<file path="src/rtl/npc_pkg.sv">
// npc_pkg: shared types and constants for the NPC core front end
package npc_pkg;

  localparam int INST_W = 32;
  localparam logic [31:0] NPC_RESET_PC = 32'h8000_0000;

  typedef enum logic [2:0] {
    IFU_IDLE,
    IFU_REQ,
    IFU_WAIT,
    IFU_HOLD,
    IFU_HALT
  } ifu_state_e;

endpackage

</file>
<file path="src/rtl/ifu_perf_cnt.sv">
// ifu_perf_cnt: fetch and stall event counters, wrapping at 2^32
module ifu_perf_cnt (
  input  logic        clk,
  input  logic        rst_n,
  input  logic        fetch,
  input  logic        stall,
  output logic [31:0] fetch_cnt,
  output logic [31:0] stall_cnt
);

  // count instruction handshakes and memory-bound cycles
  always_ff @(posedge clk or negedge rst_n) begin
    if (!rst_n) begin
      fetch_cnt <= '0;
      stall_cnt <= '0;
    end else begin
      if (fetch) fetch_cnt <= fetch_cnt + 32'd1;
      if (stall) stall_cnt <= stall_cnt + 32'd1;
    end
  end

endmodule

</file>
<file path="src/rtl/ifu_fetch.sv">
// ifu_fetch: PC owner and instruction fetcher feeding the IDU.
// Define IFU_PERF_EN to add perf_fetch_cnt / perf_stall_cnt outputs.
module ifu_fetch
  import npc_pkg::*;
#(
  parameter logic [31:0] RESET_PC = NPC_RESET_PC
) (
  input  logic              clk,
  input  logic              rst_n,
  output logic              imem_req_valid,
  input  logic              imem_req_ready,
  output logic [31:0]       imem_req_addr,
  input  logic              imem_rsp_valid,
  input  logic [INST_W-1:0] imem_rsp_data,
  output logic              inst_valid,
  input  logic              inst_ready,
  output logic [INST_W-1:0] inst,
  output logic [31:0]       inst_pc,
  input  logic              redirect_valid,
  input  logic [31:0]       redirect_pc,
  input  logic              halt
`ifdef IFU_PERF_EN
  ,
  output logic [31:0]       perf_fetch_cnt,
  output logic [31:0]       perf_stall_cnt
`endif
);

  ifu_state_e  state;
  logic [31:0] pc;
  logic [31:0] new_pc;
  logic        kill;
  logic        drain;

  assign new_pc         = redirect_pc & ~32'h3;
  assign imem_req_valid = (state == IFU_REQ);
  assign imem_req_addr  = pc;
  assign inst_valid     = (state == IFU_HOLD);

  // fetch FSM: one outstanding request; kill drops a response made stale
  // by a redirect, drain swallows the in-flight response before halting
  always_ff @(posedge clk or negedge rst_n) begin
    if (!rst_n) begin
      state   <= IFU_IDLE;
      pc      <= RESET_PC;
      inst    <= '0;
      inst_pc <= RESET_PC;
      kill    <= 1'b0;
      drain   <= 1'b0;
    end else begin
      case (state)
        IFU_IDLE: state <= halt ? IFU_HALT : IFU_REQ;
        IFU_REQ: begin
          if (halt) begin
            state <= imem_req_ready ? IFU_WAIT : IFU_HALT;
            drain <= imem_req_ready;
          end else begin
            if (redirect_valid) pc <= new_pc;
            if (imem_req_ready) begin
              state <= IFU_WAIT;
              kill  <= redirect_valid;
            end
          end
        end
        IFU_WAIT: begin
          if (halt || drain) begin
            drain <= 1'b1;
            if (imem_rsp_valid) begin
              state <= IFU_HALT;
              drain <= 1'b0;
              kill  <= 1'b0;
            end
          end else if (redirect_valid) begin
            pc   <= new_pc;
            kill <= !imem_rsp_valid;
            if (imem_rsp_valid) state <= IFU_REQ;
          end else if (imem_rsp_valid) begin
            kill  <= 1'b0;
            state <= kill ? IFU_REQ : IFU_HOLD;
            if (!kill) begin
              inst    <= imem_rsp_data;
              inst_pc <= pc;
            end
          end
        end
        IFU_HOLD: begin
          if (halt) begin
            state <= IFU_HALT;
          end else if (redirect_valid) begin
            pc    <= new_pc;
            state <= IFU_REQ;
          end else if (inst_ready) begin
            pc    <= pc + 32'd4;
            state <= IFU_REQ;
          end
        end
        default: state <= IFU_HALT;
      endcase
    end
  end

`ifdef IFU_PERF_EN
  ifu_perf_cnt u_perf (
    .clk       (clk),
    .rst_n     (rst_n),
    .fetch     (inst_valid && inst_ready),
    .stall     (state == IFU_REQ || state == IFU_WAIT),
    .fetch_cnt (perf_fetch_cnt),
    .stall_cnt (perf_stall_cnt)
  );
`endif

endmodule
</file>
<file path="config.mk">
export PLATFORM = sky130hd
export DESIGN_NAME = ifu_fetch
export DESIGN_NICKNAME = d
export VERILOG_FILES = /design/src/rtl/npc_pkg.sv /design/src/rtl/ifu_perf_cnt.sv /design/src/rtl/ifu_fetch.sv
export SDC_FILE = /design/constraint.sdc
export NUM_CORES = 1
export LEC_CHECK = 0
export CAP_MARGIN = 5
export CORE_AREA = 2 2 111 113
export CTS_BUF_LIST = sky130_fd_sc_hd__clkbuf_8
export CTS_CLUSTER_SIZE = 40
export DETAILED_ROUTE_END_ITERATION = 6
export DIE_AREA = 0 0 113 115
export PLACE_DENSITY = 0.87
export SYNTH_ARGS = -nofsm -noshare
export SYNTH_HDL_FRONTEND = slang
export SYNTH_SLANG_ARGS = --single-unit
</file>
<file path="constraint.sdc">
create_clock -name clk -period 1.8 [get_ports clk]
set_input_delay 0.18 -clock clk [delete_from_list [all_inputs] [get_ports clk]]
set_output_delay 0.18 -clock clk [all_outputs]
set_load 0.1 [all_outputs]
</file>
Yosys cells after proc, flatten, opt, wreduce, memory -nomap -nowiden
Cells that the tools add are included.
Widths: inputs -> output; s select.
{ "word_totals": {"regBits": 101, "elab_cells": 64, "out_inout_bits": 98} }
{ "classes": {"addsub": 1, "muxes": 31, "n_eq_ne": 13, "n_reduce_logical": 10, "n_bitwise": 3} }
{ "ops": {"columns": ["cell", "count"], "rows": [
  ["$mux 32", 6],
  ["$pmux 32 s3", 1],
  ["$mux 3", 12],
  ["$add 32x3->32 const B", 1],
  ["$pmux 3 s4", 1],
  ["$ne 2x2->1 const B", 5],
  ["$reduce_and 5->1", 2],
  ["$reduce_and 3->1", 3],
  ["$mux 1", 8],
  ["$eq 3x2->1 const B", 2],
  ["$ne 3x1->1 const B", 2],
  ["$ne 2x1->1 const B", 2],
  ["$ne 4x1->1 const B", 1],
  ["$pmux 1 s2", 2],
  ["$eq 3x1->1 const B", 1],
  ["$logic_not 3->1", 1],
  ["$not 1->1", 3],
  ["$reduce_bool 3->1", 1],
  ["$mux 2", 1],
  ["$reduce_bool 2->1", 1],
  ["$logic_not 1->1", 1],
  ["$logic_or 1x1->1", 1]
]} }

Longest topological paths before layout
{ "logic_depth": {"ltp_word": 5, "ltp_mapped": 8, "ltp_nobuf": 6} }

Least setup slack after synthesis
No wires, ideal clock.
{ "synth_path": {"path_kind": "register to register", "startpoint": "register pc[3] (netlist: imem_req_addr[3])", "endpoint": "register pc[26] (netlist: imem_req_addr[26])", "arrival_time_ps": 2453, "synth_period_minus_slack_ps": 2533, "required_ps": 1720, "path_buffers": 0, "setup_ps": 80, "setup_slack_ps": -733, "path_stages_with_launch": 7, "cell_sequence": "dfrtp_1 > ha_1 > nand4_4 > nor4_4 > nand3_1 > a21oi_1 > a2bb2oi_1"} }
{ "synth_via": {"elab_chain_len": 5} }
{ "synth_rtl": {"columns": ["item", "line", "rtl"], "rows": [
  ["from (decl)", "ifu_fetch.sv:30", "logic [31:0] pc;"],
  ["from (signal assigned)", "ifu_fetch.sv:58", "if (redirect_valid) pc <= new_pc;"],
  ["from (signal assigned)", "ifu_fetch.sv:74", "pc <= new_pc;"],
  ["from (signal assigned)", "ifu_fetch.sv:90", "pc <= new_pc;"],
  ["$add 32x3->32", "ifu_fetch.sv:93", "pc <= pc + 32'd4;"],
  ["$mux 32", "ifu_fetch.sv:92", "end else if (inst_ready) begin"],
  ["$mux 32", "ifu_fetch.sv:89", "end else if (redirect_valid) begin"],
  ["$mux 32", "ifu_fetch.sv:87", "if (halt) begin"],
  ["$pmux 32 s3", "ifu_fetch.sv:51", "case (state)"]
]} }
No other way between the ends. The select of a mux whose other input is x is not followed.
A chain may end at the register's enable or synchronous reset.

Worst setup path after layout
{ "layout_path": {"startpoint": "register pc[13] (netlist: imem_req_addr[13])", "endpoint": "register pc[30] (netlist: imem_req_addr[30])"} }
Same word-level chain as after synthesis.

==> metrics.yaml <==
clock_tree_from_tritoncts: "done"
crit_fanout: 8
synth-xor-area-share_pct: 0
synth-warning-count: 0
synth_sequential_area_ratio_pct: 52.50
synth.cell_area_sq_um: 4628
synth_fa_ha_area_share_pct: 0.2703
port_buffers: 162
cts.sinks: 97
grt_start_max_net_pins: 47
detail_route.iter0.violations: 198
grt_remaining_overflow: 0
cts.htree.levels: 3
vdd_drop_max_uv: 850.3
synthSimpleGateAreaFrac_pct: 13.65
cp-end-kind: "flop"
setup_violation_total_in_the_final_timing_report: 0
crit_path_start_kind: "flop"
detailedPlacementHpwl_um: 9526
via_count: 4060
finalCriticalPeriod_ps: 1766
vias_in_the_first_global_route: 4171
final_layout_size_suffix_gt1_share_pct: 34.53
final_max_slew_viol_count: 0
pwr_density_cell_nw_per_um2: 893.3
ant_nets: 0
maxCapViolations: 0
detail_route.first_pass.iterations: 6
ys_seq_elements: 97
cts.root.buffer_cell: "sky130_fd_sc_hd__clkbuf_8"
final_net_count: 678
die-height_um: 115
route.detailed.drc: 12
worstPathArrival_ps: 2060
clk_pin_slew_worst_paths_ps: 100
wire_per_inst_um: 16.99
globalRouteTotalUtil_pct: 19.90
rows: 40
max_clock_freq_mhz: 566.1
main_combinational_cell_family_by_area_after_synthesis: "multiplexers"
grt_pass1_wl_um: 20620
fillers: 945
fin_crit_sh_pct: 98.13
worst-endpoint-required_ps: 2090
seq_area_sq_um: 2506
post_synth.cell_area_avg_sq_um: 11.10
via_per_inst: 5.356
result_of_the_run: "complete, but fails checks"
n_antenna_cell: 0
gp_routability_congestion: 0.9489
grt_util_met3_pct: 3.532
cts_made_buffers: 9
final_util_pct: 59.71
use_met1_pct: 24.76
netlist-cell-type-count: 49
setup_tns_ps: 0
grt_use_met2_pct: 34.37
post_place_setup_slack_ps: -152.5
synthMuxAreaShare_pct: 15.73
antenna_violations_before_repair: 0
hold_violations: 0
hold_ws_ps: 307.2
timing.final.ws_setup_ps: 33.61
synth_compound_gate_area_share_pct: 13.79
clock_latency_ps: 380
grt_setup_unrepaired: "true"
postSynthCellCount: 417
leakage_power_figure_nw: 3.293
worst_hold_path_type: "input port to asynchronous set/reset pin"
worstSetupPathType: "flop to flop"
die_area_sq_um: 13000
fp.coreArea_sq_um: 11810
horizontal_extent_of_the_die_um: 113
failed_checks: "DRC"
cts.path.max_buffers: 2
io_pins: 169
start_util_pct: 39.18
area_growth_pct: 52.39
routed_wirelength_um: 12880
multiInputGateArea_sq_um: 2138
timing.clock.skew_ps: 15.75
busiest_layer: "met2"
## cell type report
class	instances	area share, %
clock buffers	10	1.951
well taps	147	2.608
clock inverters	6	0.5145
inverters	5	0.2661
repair buffers	208	28.81
multi-input cells	285	30.32
flip-flops and latches	97	35.53
## power by group
part	total [mW]	internal [mW]	switching, mW
registers	2.70	2.41	0.289
logic	2.29	0.687	1.61
clock network	1.31	0.531	0.775
## synth_stat cells (all sizes together)
cell | instances | share of area (%)
nor2b | 1 | 0.14
a21oi | 37 | 4.0
a31oi | 2 | 0.27
a31o | 2 | 0.38
and2 | 4 | 0.54
buf | 27 | 3.1
nor3 | 4 | 0.54
nand2 | 23 | 1.9
a211oi | 1 | 0.16
a311oi | 1 | 0.19
nand2b | 4 | 0.54
mux2i | 3 | 0.65
dfrtp | 95 | 51
nor4 | 5 | 1.5
inv | 5 | 0.41
a21o | 1 | 0.16
and3 | 6 | 0.81
nor2 | 23 | 1.9
o21ai | 18 | 1.9
a311o | 1 | 0.22
nor4bb | 1 | 0.22
ha | 1 | 0.27
mux2 | 62 | 15
a41oi | 1 | 0.19
o22a | 3 | 0.57
conb | 1 | 0.081
a22oi | 2 | 0.32
o21bai | 1 | 0.16
nand4 | 15 | 2.5
clkbuf | 6 | 0.49
o211ai | 1 | 0.16
nor3b | 3 | 0.49
or3 | 3 | 0.41
o22ai | 14 | 1.9
a2bb2oi | 15 | 2.8
nand3 | 20 | 2.2
or2 | 1 | 0.14
o31ai | 2 | 0.32
dfstp | 2 | 1.1
## routing by layer
layer	part of all wire, %	vias up
li1	-	1901
met1	41	2004
met2	51	140
met3	5.5	15
met4	1.7	0
met5	0	-
## logic make-up (layout without fill, tap and decap cells)
group                    count (synthesis)  count (layout)
AO/OA/AOI/OAI                          102             102
adder cells (fa/ha/maj)                  1               1
buffers and inverters                   38             229
flip-flops                              97              97
multiplexers                            65              65
other                                    1               4
AND/OR/NAND/NOR                        113             113
## cells in the final DEF, fill, tap and decap left out, types with 4 or more instances in the layout
| cell type | count |
|---|---|
| sky130_fd_sc_hd__buf_12 | 24 |
| sky130_fd_sc_hd__nand2_1 | 22 |
| sky130_fd_sc_hd__clkdlybuf4s50_1 | 67 |
| sky130_fd_sc_hd__a2bb2oi_1 | 15 |
| sky130_fd_sc_hd__o22ai_1 | 14 |
| sky130_fd_sc_hd__dfrtp_2 | 13 |
| sky130_fd_sc_hd__clkbuf_8 | 10 |
| sky130_fd_sc_hd__buf_4 | 116 |
| sky130_fd_sc_hd__nand3_1 | 17 |
| sky130_fd_sc_hd__a21oi_1 | 35 |
| sky130_fd_sc_hd__inv_1 | 6 |
| sky130_fd_sc_hd__dfrtp_4 | 16 |
| sky130_fd_sc_hd__mux2_1 | 60 |
| sky130_fd_sc_hd__o21ai_0 | 14 |
| sky130_fd_sc_hd__and3_1 | 6 |
| sky130_fd_sc_hd__dfrtp_1 | 66 |
| sky130_fd_sc_hd__nor2_1 | 19 |
| sky130_fd_sc_hd__conb_1 | 4 |
| sky130_fd_sc_hd__nand4_1 | 13 |
| sky130_fd_sc_hd__and2_1 | 4 |
| sky130_fd_sc_hd__o21ai_1 | 4 |
## what timing repair did
| action | CTS | global route |
|---|---|---|
| buffers inserted | 0 | 3 |
| setup endpoints to repair | 2 | 80 |
| hold buffers | 1 | 0 |
| hold endpoints to repair | 25 | 0 |
| gates resized for setup | 2 | 10 |
| pin swaps | 1 | 2 |
## final timing paths
kind / start / endpoint / slack (ps) / cells after the start
max: imem_req_addr[13] / imem_req_addr[30] / 30 / 6
min: rst_n / imem_req_addr[21] / 310 / 2
max reg2reg: imem_req_addr[13] / imem_req_addr[30] / 30 / 6
min reg2reg: inst[25] / inst[25] / 500 / 1
max in group asynchronous: rst_n / inst_pc[31] / 790 / 3
min in group clk: redirect_pc[3] / imem_req_addr[3] / 380 / 3
## critical path, stage by stage, from the launching register on
cell                        delay, ps
sky130_fd_sc_hd__dfrtp_4          460
sky130_fd_sc_hd__nand4_1          190
sky130_fd_sc_hd__nor4_4           370
sky130_fd_sc_hd__buf_12           160
sky130_fd_sc_hd__nand4_1          140
sky130_fd_sc_hd__a21oi_2          160
sky130_fd_sc_hd__a2bb2oi_1        200
## stage by stage
stage	instances	cell area [sq um]	power, mW
after floorplan	420	4762	4.189
final	758	7053	6.300
after CTS	755	6995	6.345
after detailed placement	738	6798	5.015
after global routing	758	7053	6.546
after global placement	738	6798	4.967
## state kept, by name (all words and copies together) (netlist names)
register       count
inst              32
imem_req_addr     30
inst_pc           30
state              3
drain              1
kill               1
(Power assumes the default switching activity.)
